[src/rtl/tblink_rpc_hdl_invoke_initiator.sv]
// ---------------------------------------------------------------------------
// tblink_rpc_hdl_invoke_initiator
//
// HDL-side initiator for TbLink RPC calls. RTL issues one-parameter method
// calls on the req_* port. Each accepted call receives a call_id and is
// serialized onto the tx_* word stream as a 2-word request:
//   word 0 (header): [31:24]=method_id, [23:16]=call_id (zero-extended),
//                    [15]=blocking, all other bits 0
//   word 1         : parameter, tx_last=1
// Responses come back on rx_* as a header ([23:16]=call_id) followed by a
// return word with rx_last=1. A response whose id is pending is delivered on
// rsp_*. Completions are delivered in arrival order.
//
// Handshakes: every stream (req, tx, rx, rsp) transfers a beat on a rising
// clock edge where valid && ready are both 1. A producer holding valid keeps
// its payload stable until that edge; ready may change freely.
//
// Ports
//   clock, reset_n            clock, asynchronous active-low reset
//   req_valid/req_ready       call request handshake
//   req_method_id/blocking    call header fields
//   req_param                 call parameter
//   req_call_id               id given to the call accepted this cycle
//   tx_valid/ready/data/last  outbound request word stream
//   rx_valid/ready/data/last  inbound response word stream
//   rsp_valid/ready/call_id/data  completed-call delivery to the user
//   outstanding               issued but not yet retired calls
//   err_unknown_id            1-cycle pulse: response id not pending
//   err_proto                 1-cycle pulse: response framing error
//   dbg_tx_state/dbg_rx_state FSM state encodings for observation
// ---------------------------------------------------------------------------
module tblink_rpc_hdl_invoke_initiator #(
  parameter int DATA_W = 32,
  parameter int ID_W   = 4
) (
  input  logic              clock,
  input  logic              reset_n,
  // call request from user RTL
  input  logic              req_valid,
  output logic              req_ready,
  input  logic [7:0]        req_method_id,
  input  logic              req_blocking,
  input  logic [DATA_W-1:0] req_param,
  output logic [ID_W-1:0]   req_call_id,
  // outbound request stream
  output logic              tx_valid,
  input  logic              tx_ready,
  output logic [DATA_W-1:0] tx_data,
  output logic              tx_last,
  // inbound response stream
  input  logic              rx_valid,
  output logic              rx_ready,
  input  logic [DATA_W-1:0] rx_data,
  input  logic              rx_last,
  // completed-call delivery
  output logic              rsp_valid,
  input  logic              rsp_ready,
  output logic [ID_W-1:0]   rsp_call_id,
  output logic [DATA_W-1:0] rsp_data,
  // status
  output logic [ID_W:0]     outstanding,
  output logic              err_unknown_id,
  output logic              err_proto,
  output logic [1:0]        dbg_tx_state,
  output logic [1:0]        dbg_rx_state
);

  localparam int NUM_IDS = 1 << ID_W;

  typedef enum logic [1:0] {
    TX_IDLE  = 2'd0,
    TX_HDR   = 2'd1,
    TX_PARAM = 2'd2
  } tx_state_t;

  typedef enum logic [1:0] {
    RX_HDR     = 2'd0,
    RX_DATA    = 2'd1,
    RX_DELIVER = 2'd2,
    RX_DRAIN   = 2'd3
  } rx_state_t;

  // ---------------------------------------------------------------------
  // State
  // ---------------------------------------------------------------------
  tx_state_t           tx_state_q;
  logic [ID_W-1:0]     next_id_q;
  logic [DATA_W-1:0]   param_q;
  logic                tx_valid_q;
  logic [DATA_W-1:0]   tx_data_q;
  logic                tx_last_q;

  logic [NUM_IDS-1:0]  pending_q, pending_d;
  logic [ID_W:0]       outstanding_q, outstanding_d;

  rx_state_t           rx_state_q;
  logic [7:0]          rx_id_q;
  logic                rsp_valid_q;
  logic [ID_W-1:0]     rsp_call_id_q;
  logic [DATA_W-1:0]   rsp_data_q;
  logic                err_unknown_q;
  logic                err_proto_q;

  // ---------------------------------------------------------------------
  // Handshake qualifiers
  // ---------------------------------------------------------------------
  logic              req_fire;
  logic              rsp_fire;
  logic              rx_fire;
  logic [DATA_W-1:0] hdr_word;
  logic [ID_W-1:0]   rx_idx;
  logic              rx_id_known;

  // Ready outputs are gated by reset_n so every output reads 0 in reset.
  // Issue is strictly sequential: if next_id is still pending we stall even
  // when other ids are free.
  assign req_ready = reset_n && (tx_state_q == TX_IDLE) && !pending_q[next_id_q];
  assign rx_ready  = reset_n && (rx_state_q != RX_DELIVER);

  assign req_fire  = req_valid && req_ready;
  assign rsp_fire  = rsp_valid_q && rsp_ready;
  assign rx_fire   = rx_valid && rx_ready;

  // Header id field is 8 bits wide; ids that do not fit ID_W are never pending.
  assign rx_idx      = rx_id_q[ID_W-1:0];
  assign rx_id_known = ((rx_id_q >> ID_W) == 8'd0);

  always_comb begin
    hdr_word        = '0;
    hdr_word[31:24] = req_method_id;
    hdr_word[23:16] = 8'(next_id_q);
    hdr_word[15]    = req_blocking;
  end

  // Allocation needs the bit clear and retirement needs it set, so the two
  // updates below never touch the same bit in one cycle.
  always_comb begin
    pending_d = pending_q;
    if (req_fire) pending_d[next_id_q]     = 1'b1;
    if (rsp_fire) pending_d[rsp_call_id_q] = 1'b0;
  end

  always_comb begin
    outstanding_d = outstanding_q;
    case ({req_fire, rsp_fire})
      2'b10:   outstanding_d = outstanding_q + (ID_W+1)'(1);
      2'b01:   outstanding_d = outstanding_q - (ID_W+1)'(1);
      default: outstanding_d = outstanding_q;
    endcase
  end

  always_ff @(posedge clock or negedge reset_n) begin
    if (!reset_n) begin
      pending_q     <= '0;
      outstanding_q <= '0;
    end else begin
      pending_q     <= pending_d;
      outstanding_q <= outstanding_d;
    end
  end

  // ---------------------------------------------------------------------
  // TX FSM: IDLE -> HDR -> PARAM -> IDLE. The header is built from the live
  // request fields at accept time; the parameter is latched for word 2.
  // ---------------------------------------------------------------------
  always_ff @(posedge clock or negedge reset_n) begin
    if (!reset_n) begin
      tx_state_q <= TX_IDLE;
      next_id_q  <= '0;
      param_q    <= '0;
      tx_valid_q <= 1'b0;
      tx_data_q  <= '0;
      tx_last_q  <= 1'b0;
    end else begin
      case (tx_state_q)
        TX_IDLE: begin
          if (req_fire) begin
            next_id_q  <= next_id_q + 1'b1;
            param_q    <= req_param;
            tx_valid_q <= 1'b1;
            tx_data_q  <= hdr_word;
            tx_last_q  <= 1'b0;
            tx_state_q <= TX_HDR;
          end
        end
        TX_HDR: begin
          if (tx_ready) begin
            tx_data_q  <= param_q;
            tx_last_q  <= 1'b1;
            tx_state_q <= TX_PARAM;
          end
        end
        TX_PARAM: begin
          if (tx_ready) begin
            tx_valid_q <= 1'b0;
            tx_last_q  <= 1'b0;
            tx_state_q <= TX_IDLE;
          end
        end
        default: begin
          tx_valid_q <= 1'b0;
          tx_last_q  <= 1'b0;
          tx_state_q <= TX_IDLE;
        end
      endcase
    end
  end

  // ---------------------------------------------------------------------
  // RX FSM: HDR -> DATA -> DELIVER -> HDR, with DRAIN to resynchronise on
  // a return word that is not marked last. Error flags are single-cycle.
  // ---------------------------------------------------------------------
  always_ff @(posedge clock or negedge reset_n) begin
    if (!reset_n) begin
      rx_state_q    <= RX_HDR;
      rx_id_q       <= '0;
      rsp_valid_q   <= 1'b0;
      rsp_call_id_q <= '0;
      rsp_data_q    <= '0;
      err_unknown_q <= 1'b0;
      err_proto_q   <= 1'b0;
    end else begin
      err_unknown_q <= 1'b0;
      err_proto_q   <= 1'b0;
      case (rx_state_q)
        RX_HDR: begin
          if (rx_fire) begin
            if (rx_last) begin
              // a one-word response has no return value
              err_proto_q <= 1'b1;
            end else begin
              rx_id_q    <= rx_data[23:16];
              rx_state_q <= RX_DATA;
            end
          end
        end
        RX_DATA: begin
          if (rx_fire) begin
            if (!rx_last) begin
              err_proto_q <= 1'b1;
              rx_state_q  <= RX_DRAIN;
            end else if (rx_id_known && pending_q[rx_idx]) begin
              rsp_valid_q   <= 1'b1;
              rsp_call_id_q <= rx_idx;
              rsp_data_q    <= rx_data;
              rx_state_q    <= RX_DELIVER;
            end else begin
              err_unknown_q <= 1'b1;
              rx_state_q    <= RX_HDR;
            end
          end
        end
        RX_DELIVER: begin
          if (rsp_ready) begin
            rsp_valid_q <= 1'b0;
            rx_state_q  <= RX_HDR;
          end
        end
        RX_DRAIN: begin
          if (rx_fire && rx_last) rx_state_q <= RX_HDR;
        end
        default: rx_state_q <= RX_HDR;
      endcase
    end
  end

  // ---------------------------------------------------------------------
  // Outputs
  // ---------------------------------------------------------------------
  assign req_call_id    = next_id_q;
  assign tx_valid       = tx_valid_q;
  assign tx_data        = tx_data_q;
  assign tx_last        = tx_last_q;
  assign rsp_valid      = rsp_valid_q;
  assign rsp_call_id    = rsp_call_id_q;
  assign rsp_data       = rsp_data_q;
  assign outstanding    = outstanding_q;
  assign err_unknown_id = err_unknown_q;
  assign err_proto      = err_proto_q;
  assign dbg_tx_state   = tx_state_q;
  assign dbg_rx_state   = rx_state_q;

endmodule

[config.mk]
export PLATFORM = sky130hd
export DESIGN_NAME = tblink_rpc_hdl_invoke_initiator
export DESIGN_NICKNAME = d
export VERILOG_FILES = /design/src/rtl/tblink_rpc_hdl_invoke_initiator.sv
export SDC_FILE = /design/constraint.sdc
export NUM_CORES = 1
export LEC_CHECK = 0
export BUFFER_PORTS_ARGS = -buffer_cell sky130_fd_sc_hd__buf_2
export CORE_MARGIN = 2
export CORE_UTILIZATION = 53
export DETAILED_ROUTE_END_ITERATION = 10
export PLACE_DENSITY = 0.84
export SYNTH_ARGS = -nofsm -noshare
export SYNTH_HDL_FRONTEND = slang
export SYNTH_SLANG_ARGS = --single-unit
[constraint.sdc]
create_clock -name clock -period 4.47 [get_ports clock]
set_input_delay 0.2235 -clock clock [delete_from_list [all_inputs] [get_ports clock]]
set_output_delay 0.2235 -clock clock [all_outputs]
set_load 0.03 [all_outputs]
# After elaboration in Yosys (flattened, before gate mapping)
# Cells that the tools add are included.
word_totals:
  reg_bits: 142
  wordCells: 117
op_classes:
  n_addsub: 3
  n_lt_le_gt_ge: 5
  n_eq_ne: 18
  mux: 46
  bitwise_logic: 5
  reduce_logical: 25
op_table:
  columns: ["op", "count"]
  rows:
  - ["32-bit two-way mux", 2]
  - ["32-bit case mux with 2 select lines", 1]
  - ["16-bit two-way mux", 2]
  - ["2-bit inequality test (second input constant)", 11]
  - ["1-bit two-way mux", 20]
  - ["2-bit two-way mux", 10]
  - ["16-bit bitwise AND", 1]
  - ["16-bit inverter", 1]
  - ["16-bit bitwise OR", 1]
  - ["4-bit by 5-bit less-than comparator with 1-bit output (second input constant)", 3]
  - ["3-bit AND reduction", 4]
  - ["1-bit logical AND", 10]
  - ["5-bit case mux with 2 select lines", 1]
  - ["5-bit AND reduction", 2]
  - ["1-bit binary-select mux with 4-bit select", 2]
  - ["1-bit demux with 4-bit select", 2]
  - ["2-bit equality test (second input constant)", 4]
  - ["4-bit by 1-bit greater-or-equal comparator with 1-bit output (second input constant)", 2]
  - ["8-bit zero test", 1]
  - ["2-bit case mux with 4 select lines", 1]
  - ["2-bit by 1-bit equality test with 1-bit output (second input constant)", 3]
  - ["1-bit case mux with 3 select lines", 2]
  - ["2-bit case mux with 3 select lines", 1]
  - ["2-bit nonzero test", 3]
  - ["other kinds (9)", 12]

# Logic depth before layout (Yosys ltp)
# Gate-level depths: netlist of the first run.
depth:
  depth_word: 8
  ltp_mapped: 16
  depth_no_buf: 12

# Worst setup path after synthesis of the first run
# Ideal clock, no wire load.
synth_timing:
  kind: "flip-flop to flip-flop"
  start: "register next_id_q[0], in the netlist req_call_id[0]"
  end: "register outstanding_q[4], in the netlist outstanding[4]"
  arrival_time_ns: 3.461
  required_ns: 4.390
  setup_slack_ns: 0.929
  path_stages_with_launch: 17
  cell_sequence: "dfrtp_1 -> buf_2 -> mux2_2 -> a222oi_1 -> o2111a_1 -> buf_6 -> buf_2 -> inv_1 -> ha_1 -> clkbuf_1 -> xor2_1 -> ha_1 -> o21a_1 -> o21ai_0 -> nand3b_1 -> a21oi_1 -> xor2_1"
synth_via:
  elab_chain_len: 7
  elab_cells_between_ends: 9
  cone_classes: "eq/ne (2); mux (3); reduce/logical (4)"
synth_rtl:
  columns: ["item", "line_no", "source"]
  rows:
  - ["from (decl)", "87", "logic [ID_W-1:0] next_id_q;"]
  - ["from (signal assigned)", "178", "next_id_q <= next_id_q + 1'b1;"]
  - ["1-bit binary-select mux with 4-bit select *", "117", "assign req_ready = reset_n && (tx_state_q == TX_IDLE) && !pending_q[next_id_q];"]
  - ["1-bit two-way mux (not written as such) *", "117", null]
  - ["1-bit zero test *", "117", null]
  - ["1-bit logical AND *", "117", null]
  - ["1-bit logical AND *", "120", "assign req_fire = req_valid && req_ready;"]
  - ["2-bit by 1-bit equality test with 1-bit output / 2-bit equality test (equally long branches)", "145", "case ({req_fire, rsp_fire})"]
  - ["5-bit case mux with 2 select lines / 2-bit nonzero test (equally long branches)", null, null]
  - ["to (signal assigned)", "158", "outstanding_q <= outstanding_d;"]
  - ["to (decl)", "94", "logic [ID_W:0] outstanding_q, outstanding_d;"]
# Every way passes the cells marked *; elsewhere a longest branch is shown, timed or not. The select of a mux whose other input is x is not followed.
# A chain may end at the register's enable or synchronous reset.

# Worst setup path after layout of the first run
layout_timing:
  start: "register next_id_q[1], in the netlist req_call_id[1]"
  end: "register outstanding_q[4], in the netlist outstanding[4]"
# Same word-level chain as after synthesis.

==> results of run 1 <==
[worst max-delay path by stage]
stage,startpoint,endpoint,depth (start not counted)
after floorplan,req_call_id[0]$_DFFE_PN0P_,outstanding[4]$_DFFE_PN0P_,16
after global placement,req_call_id[1]$_DFFE_PN0P_,outstanding[4]$_DFFE_PN0P_,12
after detailed placement,req_call_id[1]$_DFFE_PN0P_,outstanding[4]$_DFFE_PN0P_,12
after CTS,req_call_id[1]$_DFFE_PN0P_,outstanding[4]$_DFFE_PN0P_,12
after global routing,req_call_id[1]$_DFFE_PN0P_,outstanding[4]$_DFFE_PN0P_,12
final,req_call_id[1]$_DFFE_PN0P_,outstanding[4]$_DFFE_PN0P_,12
[critical path, stage by stage (launching register included)]
cell      delay [ns]
dfrtp_1         0.64
mux2_2          0.39
a222oi_1        0.41
o2111a_2        0.28
inv_1           0.07
ha_1            0.30
xor2_1          0.20
ha_1            0.22
o21a_1          0.17
o21ai_0         0.14
nand3b_1        0.09
a21oi_1         0.17
xor2_1          0.17
[layer usage]
metal	up-vias	share of wire, %
met5	-	0
li1	2174	-
met1	2338	41
met3	35	6.0
met4	0	2.7
met2	169	50
[sequential cells by signal (all words and copies together), names as in the netlist]
signal          flops
param_q            32
rx_id_q             8
rsp_call_id         4
tx_last             1
err_proto           1
req_call_id         4
tx_data            32
outstanding         5
dbg_rx_state        2
err_unknown_id      1
rsp_data           32
rsp_valid           1
pending_q          16
dbg_tx_state        1
tx_valid            1
[stage by stage]
stage	power [mW]	setup slack, ns
global route	6.25	0.809
CTS	5.94	1.17
finish	5.93	1.14
global placement	4.39	1.38
floorplan	3.87	0.929
detailed placement	4.50	1.19
[power groups by stage]
stage          sequential (mW)  clock (mW)  combinational, mW
2_1_floorplan             2.62           0               1.25
6_report                  2.26        1.42               2.25
3_3_place_gp              2.22           0               2.17
3_5_place_dp              2.26           0               2.24
5_1_grt                   2.33        1.49               2.43
4_1_cts                   2.25        1.44               2.25
[cell families (layout without fill, tap and decap cells)]
kind of cell             Yosys count  in the layout
AND/OR/NAND/NOR                  135            135
multiplexers                      92             92
buffers and inverters             40            212
adder cells (fa/ha/maj)            9              9
flip-flops                       141            141
XOR/XNOR                          10             10
AO/OA/AOI/OAI                     97             97
[final cells by class]
type / count / area, um2
fill: 813 / 3760
sequential: 141 / 3530
multi-input combinational: 343 / 2540
timing repair buffer: 171 / 872
clock buffer: 24 / 502
tap: 143 / 179
clock inverter: 8 / 105
inverter: 9 / 33.8
[cell usage in the layout, fill, tap and decap left out, types with 4 or more instances in the layout]
cell       instances
a21oi_1            6
a22oi_1           16
a31oi_1            5
a41oi_1            9
and2_1             5
buf_2            166
buf_4              4
clkbuf_16         17
clkbuf_8           5
dfrtp_1          141
ha_1               9
inv_1              9
mux2_2            80
mux2i_1            7
mux4_2             4
nand2_1           73
nand2b_1           5
nand3_1            4
nor2_1            24
nor2b_1            5
nor3_1             4
o21ai_0           41
o22a_1             8
xnor2_1            4
xor2_1             6
==> flow_summary.json, run 1 <==
{
  "grt_util_met3_pct": 5.52,
  "busiest_layer": "met2",
  "coreArea_um2": 11500,
  "internal_power_mw": 3.58,
  "drt-vias-per-instance": 5.62,
  "yosysMostFrequentCell": "dfrtp_1",
  "dieArea_um2": 12800,
  "place_area_um2": 7150,
  "cp.arrival_ns": 3.67,
  "timing.rr.start": "req_call_id[1]$_DFFE_PN0P_",
  "async_flop_share_pct": 100,
  "routed_wl_mm": 14.4,
  "timing.final.crit_share_pct": 74.4,
  "setup_viol": 0,
  "path_clk_slew_ns": 0.06,
  "start_util_pct": 54.6,
  "wl_per_cell_um": 17.2,
  "met1_usage_pct": 30.5,
  "num_vias": 4716,
  "area.growth.synth_to_final_pct": 23.3,
  "ys_top_cells_by_area": "dfrtp_1 (56%), mux2_2 (14%), nand2_1 (4.4%)",
  "dp.cells": 807,
  "clock_skew_ns": 0.00801,
  "synth-seq-cells": 141,
  "synth-simple-area-share_pct": 9.69,
  "die_x_um": 113,
  "antenna_found_initial": 0,
  "clock.fmax_mhz": 301,
  "die_h_um": 113,
  "ys_top_cells_by_count": "dfrtp_1 (141), mux2_2 (80), nand2_1 (73), o21ai_0 (41), nor2_1 (24)",
  "cts-root-buf": "clkbuf_16",
  "synth_top_family_by_area": "multiplexers",
  "syn_nets": 613,
  "synth_top_flop_cell": "dfrtp_1",
  "drc": 3,
  "power_frac_comb_pct": 37.9,
  "track_usage_pct": 23.5,
  "ioPinCount": 168,
  "ys_types": 49,
  "fin_nets": 772,
  "power_density_nw_per_um2": 764,
  "rows": 39,
  "p_switching_mw": 2.34,
  "cts_setup_buffers": 0,
  "drtIter0Drc": 282,
  "utilization_pct": 67.4,
  "design_area_um2": 7760,
  "clkPwrFrac_pct": 23.9,
  "syn-instance-count": 524,
  "pwr-share-seq_pct": 38.2,
  "cp-start-kind": "flop",
  "antenna_cells": 0,
  "relSlewSlack_pct": 19.8,
  "ant_nets": 0,
  "finalHoldViolations": 0,
  "synth_mux_area_share_pct": 17.0,
  "netlist_area_um2": 6290,
  "port_buffers": 167,
  "tightest_slew_ns": 1.20,
  "cts_sinks": 141,
  "finalMaxSlewViolations": 0,
  "yosys.area.top_type": "dfrtp_1",
  "synth_xor_area_share_pct": 1.39,
  "violations": "DRC",
  "status": "complete, but fails checks",
  "cts-buffers-inserted": 17,
  "first_pass_iters": 11,
  "clockBufferDepth": 2,
  "swShare_pct": 39.5,
  "cap_violations": 0,
  "drive_above_1_share_pct": 41.7,
  "grt_first_pass_wirelength_mm": 23.8,
  "cts_tree": "yes",
  "worstPathRequired_ns": 4.81,
  "synth_enable_flop_cells": 0,
  "globalplace.congestion": 0.939,
  "r2r-end": "outstanding[4]$_DFFE_PN0P_",
  "leakage_nw": 3.80,
  "use_met2_pct": 38.2,
  "grt_setup_unrepaired": "false",
  "fin_tns_setup_ns": 0,
  "r2r_setup_slack_ns": 1.14,
  "yosysTopAreaCellShare_pct": 56.1,
  "min_path_type": "in -> async",
  "crit_fanout": 13,
  "overflow": 0,
  "crit_path_end_kind": "flop",
  "synth.yosys.seq_area_share_pct": 56.1,
  "h-tree-depth": 4,
  "dp_hpwl_mm": 10.0,
  "postCtsHoldBufs": 0,
  "hold_ws_ns": 0.0218,
  "fin_crit_ns": 3.33,
  "finalNonFillerCells": 839,
  "first_global_vias": 4831,
  "synth_compound_area_share_pct": 10.4,
  "synth_fa_ha_area_share_pct": 1.79,
  "crit_type": "reg -> reg",
  "syn_avg_cell_area_um2": 12.0,
  "post_cts_resize_count": 0,
  "clk_latency_ns": 0.42,
  "vdd_ir_drop_max_uv": 380,
  "grt_max_degree": 83,
  "yosysWarnings": 0,
  "ff2ff_path_depth": 12
}
No activity file was read; power rests on OpenSTA's default activity.
==> run 2: changes to the inputs <==
- clock period: 4.47 -> 3.2 ns (I/O delays scaled with it)
==> run 2 against run 1 <==
Compared with the run above:
- the flow still finishes with violations (DRC)
- worst setup slack got worse by 0.89 ns
- count of clock-buffer cells in the layout increased by 4
- sequential power increased by 42%
- hold slack worse by 0.0012 ns
- clock skew about the same
- critical endpoint unchanged
- largest power group is now combinational logic
==> flow_summary.json, run 2 (synthesis gave the netlist of run 1 again) <==
{
  "status": "complete, but fails checks",
  "violations": "DRC",
  "grt_util_met3_pct": 8.57,
  "met1_usage_pct": 33.1,
  "r2r-end": "outstanding[4]$_DFFE_PN0P_",
  "area.growth.synth_to_final_pct": 35.7,
  "fin_crit_ns": 2.95,
  "final_common_cell": "buf_2",
  "clockBufferDepth": 2,
  "clk_latency_ns": 0.42,
  "fillerInstances": 703,
  "drt-vias-per-instance": 5.71,
  "timing.rr.start": "req_call_id[1]$_DFFE_PN0P_",
  "die_h_um": 113,
  "finalMaxSlewViolations": 0,
  "power_density_nw_per_um2": 1000,
  "cts-buffers-inserted": 17,
  "r2r_setup_slack_ns": 0.25,
  "crit_path_frequent_cell": "xor2_1",
  "crit_end": "outstanding[4]$_DFFE_PN0P_",
  "finalHoldViolations": 0,
  "crit_type": "reg -> reg",
  "cp-start-kind": "flop",
  "wl_per_cell_um": 18.8,
  "dp_hpwl_mm": 10.1,
  "port_buffers": 167,
  "crit_chain": "mux2_4, a222oi_1, o2111a_2, inv_2, ha_4, xor2_1, ha_2, o21a_1, o21ai_1, nand3b_1, a21oi_2, xor2_1",
  "num_vias": 5201,
  "drive_above_1_share_pct": 38.3,
  "grt_first_pass_wirelength_mm": 28.1,
  "place_area_um2": 7190,
  "start_util_pct": 54.6,
  "path_clk_slew_ns": 0.06,
  "drtIter0Drc": 444,
  "cts-root-buf": "clkbuf_16",
  "worstPathRequired_ns": 3.53,
  "antenna_found_initial": 1,
  "clock.fmax_mhz": 339,
  "slowest_stage": "dfrtp_2",
  "first_pass_iters": 8,
  "timing.final.crit_share_pct": 92.2,
  "cp.arrival_ns": 3.28,
  "die_x_um": 113,
  "design_area_um2": 8530,
  "busiest_layer": "met2",
  "grt_max_degree": 145,
  "vdd_ir_drop_max_uv": 575,
  "coreArea_um2": 11500,
  "routed_wl_mm": 17.2,
  "min_path_type": "in -> reg",
  "critical_path.max_stage_delay_ns": 0.53,
  "dieArea_um2": 12800,
  "cap_violations": 0,
  "use_met2_pct": 46.7,
  "leakage_nw": 4.12,
  "ioPinCount": 168,
  "clock_skew_ns": 0.00849,
  "cts_tree": "yes",
  "rows": 39,
  "first_global_vias": 5516,
  "cts_sinks": 141,
  "grt_setup_unrepaired": "false",
  "crit_fanout": 13,
  "overflow": 0,
  "cp-startpoint": "req_call_id[1]$_DFFE_PN0P_",
  "hold_ws_ns": 0.0206,
  "h-tree-depth": 4,
  "ant_nets": 0,
  "fin_nets": 843,
  "ff2ff_path_depth": 12,
  "cts_setup_buffers": 0,
  "fin_tns_setup_ns": 0,
  "crit_path_end_kind": "flop",
  "drc": 1,
  "layout_common_cells": "buf_2 (166), dfrtp_1 (139), mux2_2 (79)",
  "relSlewSlack_pct": 21.0,
  "tightest_slew_ns": 1.18,
  "globalplace.congestion": 0.900,
  "track_usage_pct": 28.1,
  "hold_start": "req_method_id[0]",
  "setup_viol": 0
}
-- run 2: worst min path at each step --
stage                                  endpoint  slack, ns  cells past startpoint
floorplan           dbg_rx_state[0]$_DFFE_PN0P_      -0.14                      0
global placement        rsp_data[8]$_DFFE_PN0P_       0.38                      2
detailed placement   req_call_id[2]$_DFFE_PN0P_       0.40                      2
CTS                     tx_data[24]$_DFFE_PN0P_      0.006                      3
global route            tx_data[28]$_DFFE_PN0P_       0.03                      3
finish                  tx_data[24]$_DFFE_PN0P_       0.02                      3
-- run 2: cell type report --
class	instances	area [um2]	area share, %
Tap cell	143	179	2.10
Sequential cell	141	3530	41.4
Timing Repair Buffer	242	1600	18.7
Multi-Input combinational cell	343	2560	30.0
Antenna cell	1	2.50	0.0293
Clock inverter	4	97.6	1.14
Inverter	9	33.8	0.396
Clock buffer	28	537	6.29
-- run 2: power by group --
part	switching [mW]	internal, mW	leakage [nW]
logic	1.97	1.32	2.03
clock network	0.710	1.37	0.307
registers	0.681	2.52	1.78
total	3.37	5.20	4.12
-- run 2: per-layer routing --
| metal | vias up | wire length (um) |
|---|---|---|
| met2 | 270 | 8840 |
| met3 | 76 | 1260 |
| met4 | 0 | 795 |
| met5 | - | 0 |
| met1 | 2532 | 6270 |
| li1 | 2323 | - |
-- run 2: stage by stage --
step	utilization, %	cells	setup WS, ns	total power [mW]
floorplan	-	524	0.00708	5.44
global placement	62.4	807	0.431	6.16
detailed placement	62.4	807	0.273	6.32
CTS	74.1	910	0.254	8.51
global route	74.1	911	0.0829	9.03
finish	74.1	911	0.251	8.57
-- run 2: critical path: cells and delay by family (launching register included) --
family | cells | cell delay (ns)
DFF | 1 | 0.53
adders and majority gates | 2 | 0.39
muxes | 1 | 0.33
xor gates and xnor gates | 2 | 0.32
and+or+nand+nor | 1 | 0.10
AOI/OAI and AO/OA | 5 | 1.14
buffers and inverters | 1 | 0.06
-- run 2: timing repair --
action / in CTS / in global routing
resized for setup: 0 / 0
hold endpoints to repair: 217 / 0
hold buffers: 71 / 0
